## src/rtl/line_fill_receiver_pkg.sv

```systemverilog
// Shared definitions for the line fill receiver: bus opcodes, beat geometry
// and the controller state encoding.
package line_fill_receiver_pkg;

  typedef enum logic [1:0] {
    OP_NONE = 2'b00,
    OP_RD   = 2'b01,
    OP_WR   = 2'b10,
    OP_PWB  = 2'b11
  } bus_op_t;

  localparam int unsigned LFR_NUM_BEATS = 4;
  localparam int unsigned LFR_PORTION_W = 2;

  typedef enum logic [2:0] {
    ST_IDLE,
    ST_ISSUE,
    ST_WAIT_DATA,
    ST_RECEIVE,
    ST_DONE
  } lfr_state_t;

endpackage

```

## src/rtl/line_fill_receiver_if.sv

```systemverilog
// Cache-side, memory-queue and bus signals of the line fill receiver.
// The master modport is the receiver itself; slave is its environment.
interface line_fill_receiver_if
  import line_fill_receiver_pkg::*;
#(
  parameter int unsigned DATA_WIDTH = 32,
  parameter int unsigned ADDR_WIDTH = 32,
  parameter int unsigned NUM_BEATS  = LFR_NUM_BEATS
);
  logic                          miss_valid;
  logic [ADDR_WIDTH-1:0]         miss_addr;
  logic                          miss_ready;

  logic                          req_valid;
  logic [1:0]                    req_op;
  logic [ADDR_WIDTH-1:0]         req_addr;
  logic                          req_ready;

  logic                          bus_hold;
  logic                          bus_direction;
  logic [LFR_PORTION_W-1:0]      bus_portion;
  logic [DATA_WIDTH-1:0]         bus_data;

  logic                          fill_valid;
  logic [ADDR_WIDTH-1:0]         fill_addr;
  logic [NUM_BEATS*DATA_WIDTH-1:0] fill_data;
  logic                          fill_error;

  modport master (
    input  miss_valid, miss_addr,
    output miss_ready,
    output req_valid, req_op, req_addr,
    input  req_ready,
    input  bus_hold, bus_direction, bus_portion, bus_data,
    output fill_valid, fill_addr, fill_data, fill_error
  );

  modport slave (
    output miss_valid, miss_addr,
    input  miss_ready,
    input  req_valid, req_op, req_addr,
    output req_ready,
    output bus_hold, bus_direction, bus_portion, bus_data,
    input  fill_valid, fill_addr, fill_data, fill_error
  );

endinterface

```

## src/rtl/line_assembly_buffer.sv

```systemverilog
// Beat slots and arrival mask for one cache line. o_full and o_line already
// include the beat being written this cycle so the line can be captured at once.
module line_assembly_buffer
  import line_fill_receiver_pkg::*;
#(
  parameter int unsigned DATA_WIDTH = 32,
  parameter int unsigned NUM_BEATS  = LFR_NUM_BEATS
) (
  input  logic                            i_clk,
  input  logic                            i_rst,
  input  logic                            i_clear,
  input  logic                            i_write_en,
  input  logic [LFR_PORTION_W-1:0]        i_portion,
  input  logic [DATA_WIDTH-1:0]           i_data,
  output logic                            o_full,
  output logic [NUM_BEATS*DATA_WIDTH-1:0] o_line
);

  logic [DATA_WIDTH-1:0] r_slot [NUM_BEATS];
  logic [NUM_BEATS-1:0]  r_mask;
  logic [NUM_BEATS-1:0]  w_mask_next;

  always_comb begin
    w_mask_next = r_mask;
    o_line      = '0;
    for (int unsigned i = 0; i < NUM_BEATS; i++) begin
      o_line[i*DATA_WIDTH +: DATA_WIDTH] = r_slot[i];
    end
    if (i_write_en) begin
      w_mask_next[i_portion] = 1'b1;
      o_line[32'(i_portion)*DATA_WIDTH +: DATA_WIDTH] = i_data;
    end
    o_full = &w_mask_next;
  end

  always_ff @(posedge i_clk) begin
    if (i_rst || i_clear) begin
      r_mask <= '0;
      for (int unsigned i = 0; i < NUM_BEATS; i++) begin
        r_slot[i] <= '0;
      end
    end else if (i_write_en) begin
      r_slot[i_portion] <= i_data;
      r_mask            <= w_mask_next;
    end
  end

endmodule

```

## src/rtl/line_fill_receiver.sv

```systemverilog
// Cache-side bus initiator: issues an RD for a missed line, assembles the
// returning burst in any beat order and returns it as a one-cycle fill pulse.
module line_fill_receiver
  import line_fill_receiver_pkg::*;
#(
  parameter int unsigned DATA_WIDTH     = 32,
  parameter int unsigned ADDR_WIDTH     = 32,
  parameter int unsigned NUM_BEATS      = LFR_NUM_BEATS,
  parameter int unsigned TIMEOUT_CYCLES = 256
) (
  input logic                 clk,
  input logic                 rst,
  line_fill_receiver_if.master bus
);

  localparam int unsigned CNT_W  = $clog2(TIMEOUT_CYCLES);
  localparam int unsigned LINE_W = NUM_BEATS * DATA_WIDTH;
  localparam logic [CNT_W-1:0] CNT_LOAD = CNT_W'(TIMEOUT_CYCLES - 1);
  localparam logic [CNT_W-1:0] CNT_ONE  = CNT_W'(1);

  lfr_state_t              r_state;
  logic                    r_miss_ready;
  logic                    r_req_valid;
  bus_op_t                 r_req_op;
  logic [ADDR_WIDTH-1:0]   r_req_addr;
  logic [CNT_W-1:0]        r_cnt;
  logic                    r_fill_valid;
  logic                    r_fill_error;
  logic [ADDR_WIDTH-1:0]   r_fill_addr;
  logic [LINE_W-1:0]       r_fill_data;

  logic                    w_beat;
  logic                    w_clear;
  logic                    w_write;
  logic                    w_full;
  logic [LINE_W-1:0]       w_line;

  assign w_beat  = bus.bus_hold && bus.bus_direction;
  assign w_clear = (r_state == ST_ISSUE) && bus.req_ready;
  assign w_write = w_beat && ((r_state == ST_WAIT_DATA) || (r_state == ST_RECEIVE));

  line_assembly_buffer #(
    .DATA_WIDTH (DATA_WIDTH),
    .NUM_BEATS  (NUM_BEATS)
  ) u_line_assembly_buffer (
    .i_clk      (clk),
    .i_rst      (rst),
    .i_clear    (w_clear),
    .i_write_en (w_write),
    .i_portion  (bus.bus_portion),
    .i_data     (bus.bus_data),
    .o_full     (w_full),
    .o_line     (w_line)
  );

  always_ff @(posedge clk) begin
    if (rst) begin
      r_state      <= ST_IDLE;
      r_miss_ready <= 1'b0;
      r_req_valid  <= 1'b0;
      r_req_op     <= OP_NONE;
      r_req_addr   <= '0;
      r_cnt        <= '0;
      r_fill_valid <= 1'b0;
      r_fill_error <= 1'b0;
      r_fill_addr  <= '0;
      r_fill_data  <= '0;
    end else begin
      r_fill_valid <= 1'b0;
      r_fill_error <= 1'b0;
      case (r_state)
        ST_IDLE: begin
          // miss_ready is registered, so a miss only counts once it is visible
          if (r_miss_ready && bus.miss_valid) begin
            r_req_addr   <= bus.miss_addr;
            r_req_valid  <= 1'b1;
            r_req_op     <= OP_RD;
            r_miss_ready <= 1'b0;
            r_state      <= ST_ISSUE;
          end else begin
            r_miss_ready <= 1'b1;
          end
        end
        ST_ISSUE: begin
          if (bus.req_ready) begin
            r_req_valid <= 1'b0;
            r_req_op    <= OP_NONE;
            r_cnt       <= CNT_LOAD;
            r_state     <= ST_WAIT_DATA;
          end
        end
        ST_WAIT_DATA: begin
          r_cnt <= r_cnt - CNT_ONE;
          if (w_beat) begin
            r_state <= ST_RECEIVE;
          end else if (r_cnt == CNT_ONE) begin
            r_fill_error <= 1'b1;
            r_miss_ready <= 1'b1;
            r_state      <= ST_IDLE;
          end
        end
        ST_RECEIVE: begin
          if (w_beat && w_full) begin
            r_fill_valid <= 1'b1;
            r_fill_addr  <= r_req_addr;
            r_fill_data  <= w_line;
            r_state      <= ST_DONE;
          end else if (!bus.bus_hold) begin
            r_fill_error <= 1'b1;
            r_miss_ready <= 1'b1;
            r_state      <= ST_IDLE;
          end
        end
        ST_DONE: begin
          r_miss_ready <= 1'b1;
          r_state      <= ST_IDLE;
        end
        default: r_state <= ST_IDLE;
      endcase
    end
  end

  assign bus.miss_ready = r_miss_ready;
  assign bus.req_valid  = r_req_valid;
  assign bus.req_op     = r_req_op;
  assign bus.req_addr   = r_req_addr;
  assign bus.fill_valid = r_fill_valid;
  assign bus.fill_error = r_fill_error;
  assign bus.fill_addr  = r_fill_addr;
  assign bus.fill_data  = r_fill_data;

endmodule

```

## src/flat_wrapper.sv

```systemverilog
// flat-port wrapper written by rule: the top's interface ports become plain ports
module line_fill_receiver_flat import line_fill_receiver_pkg::*;
#(
  parameter int unsigned DATA_WIDTH     = 32,
  parameter int unsigned ADDR_WIDTH     = 32,
  parameter int unsigned NUM_BEATS      = LFR_NUM_BEATS,
  parameter int unsigned TIMEOUT_CYCLES = 256
)
  (clk, rst, bus_miss_valid, bus_miss_addr, bus_miss_ready, bus_req_valid, bus_req_op, bus_req_addr, bus_req_ready, bus_bus_hold, bus_bus_direction, bus_bus_portion, bus_bus_data, bus_fill_valid, bus_fill_addr, bus_fill_data, bus_fill_error);
  line_fill_receiver_if #(.DATA_WIDTH(DATA_WIDTH), .ADDR_WIDTH(ADDR_WIDTH), .NUM_BEATS(NUM_BEATS)) bus_i ();
  input logic clk;
  input logic rst;
  input wire logic [$bits(bus_i.miss_valid)-1:0] bus_miss_valid;
  input wire logic [$bits(bus_i.miss_addr)-1:0] bus_miss_addr;
  output wire logic [$bits(bus_i.miss_ready)-1:0] bus_miss_ready;
  output wire logic [$bits(bus_i.req_valid)-1:0] bus_req_valid;
  output wire logic [$bits(bus_i.req_op)-1:0] bus_req_op;
  output wire logic [$bits(bus_i.req_addr)-1:0] bus_req_addr;
  input wire logic [$bits(bus_i.req_ready)-1:0] bus_req_ready;
  input wire logic [$bits(bus_i.bus_hold)-1:0] bus_bus_hold;
  input wire logic [$bits(bus_i.bus_direction)-1:0] bus_bus_direction;
  input wire logic [$bits(bus_i.bus_portion)-1:0] bus_bus_portion;
  input wire logic [$bits(bus_i.bus_data)-1:0] bus_bus_data;
  output wire logic [$bits(bus_i.fill_valid)-1:0] bus_fill_valid;
  output wire logic [$bits(bus_i.fill_addr)-1:0] bus_fill_addr;
  output wire logic [$bits(bus_i.fill_data)-1:0] bus_fill_data;
  output wire logic [$bits(bus_i.fill_error)-1:0] bus_fill_error;
  assign bus_i.miss_valid = bus_miss_valid;
  assign bus_i.miss_addr = bus_miss_addr;
  assign bus_miss_ready = bus_i.miss_ready;
  assign bus_req_valid = bus_i.req_valid;
  assign bus_req_op = bus_i.req_op;
  assign bus_req_addr = bus_i.req_addr;
  assign bus_i.req_ready = bus_req_ready;
  assign bus_i.bus_hold = bus_bus_hold;
  assign bus_i.bus_direction = bus_bus_direction;
  assign bus_i.bus_portion = bus_bus_portion;
  assign bus_i.bus_data = bus_bus_data;
  assign bus_fill_valid = bus_i.fill_valid;
  assign bus_fill_addr = bus_i.fill_addr;
  assign bus_fill_data = bus_i.fill_data;
  assign bus_fill_error = bus_i.fill_error;
  line_fill_receiver #(.DATA_WIDTH(DATA_WIDTH), .ADDR_WIDTH(ADDR_WIDTH), .NUM_BEATS(NUM_BEATS), .TIMEOUT_CYCLES(TIMEOUT_CYCLES)) u_core (.clk(clk), .rst(rst), .bus(bus_i));
endmodule
```

## config.mk

```make
export PLATFORM = sky130hd
export DESIGN_NAME = line_fill_receiver_flat
export DESIGN_NICKNAME = d
export VERILOG_FILES = /design/src/rtl/line_fill_receiver_pkg.sv /design/src/rtl/line_fill_receiver_if.sv /design/src/rtl/line_assembly_buffer.sv /design/src/rtl/line_fill_receiver.sv /design/src/flat_wrapper.sv
export SDC_FILE = /design/constraint.sdc
export NUM_CORES = 1
export LEC_CHECK = 0
export CORE_ASPECT_RATIO = 1.4
export CORE_UTILIZATION = 34
export DETAILED_ROUTE_END_ITERATION = 8
export GPL_ROUTABILITY_DRIVEN = 0
export PLACE_DENSITY = 0.53
export SYNTH_ARGS = -nofsm -noshare
export SYNTH_HDL_FRONTEND = slang
export SYNTH_SLANG_ARGS = --single-unit
```

## constraint.sdc

```tcl
create_clock -name clk -period 9.9 [get_ports clk]
set_input_delay 0.99 -clock clk [delete_from_list [all_inputs] [get_ports clk]]
set_output_delay 0.99 -clock clk [all_outputs]
set_load 0.05 [all_outputs]
```

==> results.toml <==
[synth]
synth_warnings = 0
synth_seq_cells = 339
synth_fp_nets = 1689
synth_cells = 1607
ys_seq_area_frac = 0.495
syn_area_um2 = 16300
synth_area_leaders = "dfxtp_1, edfxtp_1, mux2_4"
ys_types = 52
synth_top_cell_area_share = 0.259
yosys_most_used_dff = "dfxtp_1"
syn_area_per_cell_um2 = 10.1
synth_edf_count = 128
synthArstFlopShare = 0
synth_area_leader_cell = "dfxtp_1"

[detailed_routing]
viasPerCell = 5.29
drtIter0Drc = 1222
wl_um = 51000
wire_per_inst_um = 21.0
drc_errors = 0
vias = 12800
postRouteAntennaNets = 0
drtPass1Iterations = 8

[critical_path]
arrival_ns = 5.02
cp-end-kind = "flip-flop"
crit_start = "bus_bus_portion[0]"
reg2reg_depth = 5
setup.worst_path.class = "in2reg"
start_kind = "primary input"
ff2ff_setup_slack_ns = 5.93
cp.required_ns = 10.32
r2r_start = "u_core.r_state[1]$_SDFFE_PP0P_"
cp-endpoint = "u_core.bus.fill_data[82]$_SDFFE_PP0P_"
rr_endpoint = "u_core.bus.fill_data[82]$_SDFFE_PP0P_"
crit_fanout = 67

[global_route]
grt_max_degree = 218
grt_pass1_wl_um = 77200
antenna_found_initial = 2
grt_usage = 0.203
grt_pass1_vias = 12500
grt-ovfl-total = 0

[timing]
layout_min_cycle_time_ns = 4.61
final.setup.tns_ns = 0
rsz0062_at_grt = "no"
tightest_slew_ns = 1.22
period_share = 0.465
finalSetupViolCount = 0
skew_ns = 0.0121
finalMaxSlewViolations = 0
hold_viol = 0
clock.fmax_ghz = 0.217
slew_headroom = 0.185

[clock_tree]
insertion_delay_ns = 0.54
cts-root-buf = "clkbuf_16"
cts-hold-fix-buffers = 0
post-cts-setup-buffer-count = 0
htree_num_levels = 2
clock-sinks = 339
tritoncts = "done"
clk_pin_slew_ns = 0.06
cts_buffers = 38
ctsResizeCount = 0
ctsLongestPathBuffers = 3

[pwr]
powerDensity_nw_per_um2 = 160
pwr-share-seq = 0.455
clkPwrFrac = 0.455
p_leak_nw = 7.86
pwr-share-comb = 0.089
p_sw_frac = 0.245
ir_worst_vdd_v = 0.000112
p_int_w = 0.00250
p_switching_w = 0.000812

[cells_and_area]
syn_to_final_growth_pct = 26.9
antenna_cells = 0
drive_gt1_frac = 0.111
fin_nets = 1857
final_util = 0.438

[placed_design]
hpwl_um = 31300
io_buffers = 268

[floorplan]
placementRows = 94
initial_core_util = 0.345
core-area_um2 = 47200
io_pins = 270
dieWidth_um = 187
die-area_um2 = 48800
die_h_um = 261

[min_path]
hold_class = "reg2reg"

[outcome]
status = "complete, no violations"

[job]
maxCapViolCount = 0
==> worst min path at each step <==
stage,from,endpoint,slack (ns),depth (start not counted)
after floorplan,u_core.r_cnt[6]$_SDFFE_PP0P_,u_core.r_cnt[6]$_SDFFE_PP0P_,0.44,1
after global placement,u_core.bus.fill_addr[14]$_SDFFE_PP0P_,u_core.bus.fill_addr[14]$_SDFFE_PP0P_,0.46,2
after detailed placement,u_core.bus.fill_addr[18]$_SDFFE_PP0P_,u_core.bus.fill_addr[18]$_SDFFE_PP0P_,0.46,2
after CTS,u_core.bus.fill_addr[3]$_SDFFE_PP0P_,u_core.bus.fill_addr[3]$_SDFFE_PP0P_,0.47,2
after global routing,u_core.bus.fill_addr[3]$_SDFFE_PP0P_,u_core.bus.fill_addr[3]$_SDFFE_PP0P_,0.49,2
final,u_core.bus.fill_addr[3]$_SDFFE_PP0P_,u_core.bus.fill_addr[3]$_SDFFE_PP0P_,0.47,2
==> final cells by class <==
cell class / instances / area, µm²
Clock buffer: 54 / 1190
Timing Repair Buffer: 293 / 2880
Multi-Input combinational cell: 1094 / 7550
Sequential cell: 339 / 8070
Clock inverter: 16 / 156
Inverter: 9 / 33.8
Tap cell: 624 / 781
Fill cell: 4500 / 26500
==> worst max-delay path, stage by stage <==
cell and delay [ns]:
buf_2 0.10, buf_4 0.51, inv_1 0.68, ha_1 0.52, a21oi_1 0.40, or4_4 0.38
buf_4 0.88, mux2_4 0.35
==> kinds of logic (layout without fill, tap and decap cells) <==
logic type	count (synthesis)	after routing	share of synthesized area
buffers and inverters	174	372	0.0452
other	1	1	0.000230
multiplexers	161	161	0.122
adder cells (fa/ha/maj)	10	10	0.00768
AND/OR/NAND/NOR	600	600	0.217
flip-flops	339	339	0.495
AO/OA/AOI/OAI	322	322	0.113
==> synthesized netlist by cell type (2+ instances only) <==
cell type	n
dfxtp_1	211
clkbuf_1	139
a21oi_1	133
edfxtp_1	128
nand2b_1	100
o21ai_0	100
nand4_1	96
nor2b_1	96
nand2_1	85
and3_1	79
mux2_4	66
mux2i_1	64
and2_1	49
o21bai_1	33
a21boi_0	32
mux2_2	31
nor2_1	30
nor4_1	20
and4_1	15
buf_2	10
ha_1	10
nor3_1	9
a211oi_1	8
buf_6	8
inv_1	8
buf_1	5
nor3b_1	4
a311oi_1	3
buf_4	3
o22ai_1	3
or4_1	3
a2111oi_0	2
a31oi_1	2
and3b_1	2
and4b_1	2
nor4bb_1	2
==> per-stage QoR <==
stage          power, W  std cells  setup WS [ns]  hold WS, ns  area, µm²
4_1_cts         0.00335       2429           5.28        0.473      20700
2_1_floorplan   0.00170       1607           5.28        0.443      16300
6_report        0.00331       2429           5.29        0.468      20700
3_5_place_dp    0.00183       2359           4.72        0.463      19300
5_1_grt         0.00343       2429           5.02        0.487      20700
3_3_place_gp    0.00183       2359           4.78        0.459      19300
==> state kept, by name, summed over array words and instances (netlist names) <==
register / count
u_core.u_line_assembly_buffer.r_slot: 128
u_core.bus.miss_ready: 1
u_core.bus.fill_valid: 1
u_core.u_line_assembly_buffer.r_mask: 4
u_core.r_cnt: 8
u_core.r_state: 3
u_core.bus.fill_error: 1
u_core.bus.req_valid: 1
u_core.bus.req_addr: 32
u_core.bus.fill_data: 128
u_core.bus.fill_addr: 32
==> placed cells by master (no fill, tap or decap), types with 2 or more instances in the layout <==
master,instances
a2111oi_0,2
a211oi_1,8
a21boi_0,32
a21oi_1,133
a311oi_1,3
a31oi_1,2
and2_1,49
and3_1,79
and3b_1,2
and4_1,15
buf_4,24
bufinv_16,3
clkbuf_1,6
clkbuf_16,45
clkbuf_8,3
clkdlybuf4s50_1,266
clkinv_1,6
clkinv_2,6
dfxtp_1,211
edfxtp_1,128
ha_1,10
inv_1,8
mux2_2,31
mux2_4,66
mux2i_1,64
nand2_1,85
nand2b_1,100
nand4_1,96
nor2_1,29
nor2b_1,96
nor3_1,7
nor3b_1,2
nor3b_2,2
nor4_1,19
o21ai_0,96
o21ai_2,4
o21bai_1,33
o22ai_1,3
or4_1,2
==> metal layers <==
metal  routed length [µm]  global-route usage
met3                 3300              0.0395
met1                22000               0.263
met4                 2180              0.0904
met5                    0                   0
met2                23500               0.328
==> power by group through the flow <==
stage | sequential, W | combinational [W] | clock, W
6_report | 0.00151 | 0.000295 | 0.00151
2_1_floorplan | 0.00156 | 0.000138 | 0
3_3_place_gp | 0.00154 | 0.000294 | 0
4_1_cts | 0.00151 | 0.000296 | 0.00155
3_5_place_dp | 0.00154 | 0.000296 | 0
5_1_grt | 0.00151 | 0.000315 | 0.00160
(Power assumes the default switching activity.)
